<file path="config.mk">
export PLATFORM = sky130hd
export DESIGN_NAME = instruction_fetch
export DESIGN_NICKNAME = d
export VERILOG_FILES = /design/src/rtl/instruction_fetch.sv
export SDC_FILE = /design/constraint.sdc
export NUM_CORES = 1
export LEC_CHECK = 0
export CAP_MARGIN = 20
export CORE_ASPECT_RATIO = 1.2
export CORE_MARGIN = 2
export CORE_UTILIZATION = 48
export CTS_BUF_LIST = sky130_fd_sc_hd__clkbuf_16
export DETAILED_ROUTE_END_ITERATION = 6
export PLACE_DENSITY_LB_ADDON = 0.1
export SLEW_MARGIN = 20
export SYNTH_ARGS = -nofsm -noshare
export SYNTH_HDL_FRONTEND = slang
export SYNTH_SLANG_ARGS = --single-unit
</file>
<file path="constraint.sdc">
create_clock -name clk -period 2.9 [get_ports clk]
set_input_delay 0.58 -clock clk [delete_from_list [all_inputs] [get_ports clk]]
set_output_delay 0.58 -clock clk [all_outputs]
set_load 0.01 [all_outputs]
</file>
<file path="src/rtl/instruction_fetch.sv">
// Instruction fetch stage: holds the PC, issues one outstanding word request
// at a time to instruction memory, and hands each fetched word (with its PC)
// to the decoder through a single-entry valid/ready output register.
// Redirects restart fetch at a new target; an in-flight request that cannot
// be cancelled is drained in FLUSH and its data dropped.
module instruction_fetch #(
    parameter logic [31:0] RESET_PC = 32'h0000_0000
) (
    input  logic        clk,
    input  logic        rst_n,
    // instruction memory
    output logic        imem_req,
    output logic [31:0] imem_addr,
    input  logic        imem_ack,
    input  logic [31:0] imem_rdata,
    // redirect from execute
    input  logic        redirect,
    input  logic [31:0] redirect_pc,
    // decoder side
    output logic        instr_valid,
    output logic [31:0] instr,
    output logic [31:0] instr_pc,
    input  logic        instr_ready
);

    typedef enum logic [1:0] {
        IDLE  = 2'd0,
        FETCH = 2'd1,
        FULL  = 2'd2,
        FLUSH = 2'd3
    } state_t;

    state_t      state;
    logic [31:0] pc;
    logic [31:0] tgt;
    logic [31:0] pc_inc;
    logic        accept;

    // Redirect target is always word aligned; low bits are dropped.
    assign tgt    = redirect_pc & 32'hFFFF_FFFC;
    // Natural 32-bit overflow gives the FFFF_FFFC -> 0 wrap.
    assign pc_inc = pc + 32'd4;
    assign accept = instr_valid & instr_ready;

    // A request is outstanding exactly in FETCH and FLUSH. Derived from the
    // state register so an asynchronous reset drops it immediately.
    assign imem_req = (state == FETCH) || (state == FLUSH);

    // Fetch control FSM: PC, request address, output register and state.
    always_ff @(posedge clk or negedge rst_n) begin
        if (!rst_n) begin
            state       <= IDLE;
            pc          <= RESET_PC;
            imem_addr   <= 32'h0;
            instr_valid <= 1'b0;
            instr       <= 32'h0;
            instr_pc    <= 32'h0;
        end else begin
            case (state)
                IDLE: begin
                    state <= FETCH;
                    if (redirect) begin
                        instr_valid <= 1'b0;
                        pc          <= tgt;
                        imem_addr   <= tgt;
                    end else begin
                        imem_addr <= pc;
                    end
                end

                FETCH: begin
                    if (redirect) begin
                        pc <= tgt;
                        if (imem_ack) begin
                            // Returned word belongs to the killed path.
                            imem_addr <= tgt;
                            state     <= FETCH;
                        end else begin
                            // Request must complete at the old address first.
                            state <= FLUSH;
                        end
                    end else if (imem_ack) begin
                        instr       <= imem_rdata;
                        instr_pc    <= imem_addr;
                        instr_valid <= 1'b1;
                        pc          <= pc_inc;
                        state       <= FULL;
                    end
                end

                FULL: begin
                    if (redirect) begin
                        // Any handshake this cycle is void; instruction dies.
                        instr_valid <= 1'b0;
                        pc          <= tgt;
                        imem_addr   <= tgt;
                        state       <= FETCH;
                    end else if (accept) begin
                        instr_valid <= 1'b0;
                        imem_addr   <= pc;
                        state       <= FETCH;
                    end
                end

                FLUSH: begin
                    // Newest redirect wins; data from the drained request is dropped.
                    if (redirect) begin
                        pc <= tgt;
                    end
                    if (imem_ack) begin
                        imem_addr <= redirect ? tgt : pc;
                        state     <= FETCH;
                    end
                end

                default: begin
                    state <= IDLE;
                end
            endcase
        end
    end

endmodule

</file>
==> flow_summary.yaml <==
setup_path:
  startpoint_type: "flop"
  cpMaxStageDelayCell: "or4_1"
  crit_path_max_fanout: 9
  cp_data_arrival_time_ns: 2.70
  path_class: "flop to flop"
  critical_path_required_ns: 3.22
  cp_slowest_stage_delay_ns: 0.63
  worstSetupEndpointType: "flop"
  path_cells: "and4_1, nand3_2, or4_1, or4_1, o211ai_1"
  crit_path_frequent_cell: "or4_1"
timing:
  finalCriticalPeriod_ns: 2.382
  finalCritPeriodShare: 0.8215
  rsz0062_at_grt: "false"
  slew_viol_final: 0
  hold_viol: 0
  max_freq_ghz: 0.4197
  setup_viol: 0
  setup_tns_ns: 0
  worst-slew-pin-transition_ns: 0.7026
  skew_ns: 0.006529
  slew_headroom: 0.5273
synth:
  synth_top_family_by_area: "multiplexers"
  synthSimpleGateAreaFrac: 0.1375
  synth_edf_count: 0
  synth_compound_area_frac: 0.09748
  synth_xor_xnor_area_share: 0.01174
  synth_adder_area_share: 0.002096
  synthArstFlopShare: 1.000
  seq_area_frac_synth: 0.5493
  synth_ff_type: "dfrtp_1"
  synth_fp_nets: 604
  syn_inst: 534
  synth_cell_type_count: 55
  synthMuxAreaShare: 0.1744
  synth-seq-cells: 131
  syn_avg_cell_area_um2: 11.18
  yosys_warnings: 0
  syn_area_um2: 5968
finish:
  fin_util: 0.6990
  final_layout_size_suffix_gt1_frac: 0.1766
  area_growth_pct: 41.84
  nets: 777
  layout_commonest_cell: "clkdlybuf4s50_1"
  fillers: 936
  layout_common_cells: "clkdlybuf4s50_1, dfrtp_1, mux2_2"
  insertedDiodeCount: 0
routing:
  wl_mm: 15.16
  drtAntennaViolNets: 0
  drc: 0
  first_iter_violations: 220
  vias_per_cell: 5.451
  vias: 4797
  firstDrtPassIters: 5
  wl_per_cell_um: 17.23
cts:
  cts_setup_buffers: 0
  cts_resized: 0
  clkTransAtPathRegs_ns: 0.06
  cts_tree: "done"
  ctsHoldBuffers: 0
  root_buffer: "clkbuf_16"
  clk_latency_ns: 0.41
  cts_max_level: 4
  cts_buffers: 17
  cts_sinks: 131
  ctsLongestPathBuffers: 2
global_route:
  grt_usage: 0.2335
  grt_pass1_vias: 4742
  grt_max_degree: 74
  antenna_found_initial: 0
  grt_pass1_wl_mm: 24.54
  gr-total-overflow: 0
placed_design:
  dp_hpwl_mm: 10.92
  port_buffers: 164
  gp_congestion: 0.8880
floorplanning:
  io_pins: 167
  dieWidth_um: 105.8
  start_util: 0.4928
  core_area_um2: 12110
  dieArea_um2: 13350
  rows: 44
  die_h_um: 126.2
power:
  peakVddDrop_v: 0.0005031
  p_leak_nw: 3.399
  powerDensity_nw_per_um2: 825.0
worst_hold_path:
  hp-class: "input port to async pin"
job:
  drv_cap: 0
run_status:
  status: "complete, no violations"
-- state kept, by name, summed over array words and instances, names as in the netlist --
| name | count |
|---|---|
| instr | 32 |
| state | 2 |
| instr_pc | 32 |
| instr_valid | 1 |
| pc | 32 |
| imem_addr | 32 |
-- metal layers --
metal	wire length [um]	GRT usage	vias to the layer above	part of all wire
met3	730	0.04296	11	0.048
li1	-	-	2271	-
met4	136	0.07585	0	0.0090
met5	0	0	-	0
met2	7883	0.4072	143	0.52
met1	6408	0.2938	2372	0.42
-- per-stage QoR --
| stage | setup slack [ns] | hold slack [ns] | instances | area, um^2 | power [W] |
|---|---|---|---|---|---|
| after floorplan | 0.7978 | 0.2844 | 534 | 5968 | 0.003638 |
| after global placement | 0.4156 | 0.4869 | 849 | 7903 | 0.004917 |
| after detailed placement | 0.4160 | 0.4943 | 849 | 7903 | 0.004999 |
| after CTS | 0.5278 | 0.1986 | 880 | 8466 | 0.007051 |
| after global routing | 0.3877 | 0.2162 | 880 | 8466 | 0.007352 |
| final | 0.5176 | 0.1574 | 880 | 8466 | 0.006984 |
-- where the power goes --
group          leakage, nW  internal (W)  switching [W]
sequential            1.53       0.00236       0.000355
combinational         1.60       0.00136       0.000866
clock                0.268       0.00125       0.000788
total                 3.40       0.00498        0.00201
-- synthesized netlist by cell type, drive strengths merged (2+ instances only) --
| cell type | n | area [um^2] |
|---|---|---|
| o31ai | 6 | 45.04 |
| o211ai | 6 | 45.04 |
| nor4 | 7 | 43.79 |
| and3 | 3 | 20.02 |
| nand3b | 2 | 15.01 |
| a21boi | 2 | 15.01 |
| xor2 | 5 | 43.79 |
| mux2i | 32 | 320.3 |
| o21ai | 24 | 120.1 |
| nor3b | 3 | 22.52 |
| a41oi | 2 | 17.52 |
| nor3 | 5 | 25.02 |
| nand4 | 12 | 75.07 |
| nor2 | 50 | 187.7 |
| nor4b | 2 | 23.77 |
| or2 | 2 | 12.51 |
| nand2 | 38 | 142.6 |
| nor2b | 7 | 43.79 |
| a21oi | 36 | 180.2 |
| clkbuf | 21 | 80.07 |
| a21o | 2 | 15.01 |
| and4 | 2 | 18.77 |
| nand3 | 18 | 100.1 |
| a22oi | 3 | 22.52 |
| buf | 10 | 53.80 |
| o311ai | 2 | 17.52 |
| nand2b | 5 | 31.28 |
| inv | 7 | 26.28 |
| a32oi | 2 | 17.52 |
| or4 | 5 | 37.54 |
| dfrtp | 131 | 3278 |
| mux2 | 64 | 720.7 |
| xnor2 | 3 | 26.28 |
-- logic make-up (layout without fill, tap and decap cells) --
family / after synthesis / count (layout)
compound gates: 95 / 95
xor+xnor: 8 / 8
fa+ha+maj: 1 / 1
buf+inv: 39 / 224
flops: 131 / 131
mux: 96 / 96
simple gates: 164 / 164
-- worst max-delay path, delay by kind of cell, from the launching register on --
| family | cells | cell delay, ns |
|---|---|---|
| flip-flops | 1 | 0.50 |
| AND/OR/NAND/NOR | 4 | 1.71 |
| AO/OA/AOI/OAI | 1 | 0.10 |
-- worst paths after layout --
path	start	cells past startpoint	slack, ns	endpoint
setup / recovery	pc[8]	5	0.52	pc[31]
hold / removal	rst_n	1	0.16	instr[9]
setup reg to reg	pc[8]	5	0.52	pc[31]
hold reg to reg	instr_pc[9]	1	0.50	instr_pc[9]
max in group asynchronous	rst_n	2	2.00	pc[18]
min in group clk	instr_pc[9]	1	0.50	instr_pc[9]
-- final cells by class --
| cell class | instances | area (um^2) | area share |
|---|---|---|---|
| Clock buffer | 17 | 425.4 | 0.05025 |
| Clock inverter | 14 | 137.6 | 0.01626 |
| Inverter | 8 | 30.03 | 0.003547 |
| Multi-Input combinational cell | 364 | 2547 | 0.3009 |
| Sequential cell | 131 | 3278 | 0.3872 |
| Tap cell | 161 | 201.4 | 0.02380 |
| Timing Repair Buffer | 185 | 1846 | 0.2180 |
No activity file was read; power rests on OpenSTA's default activity.
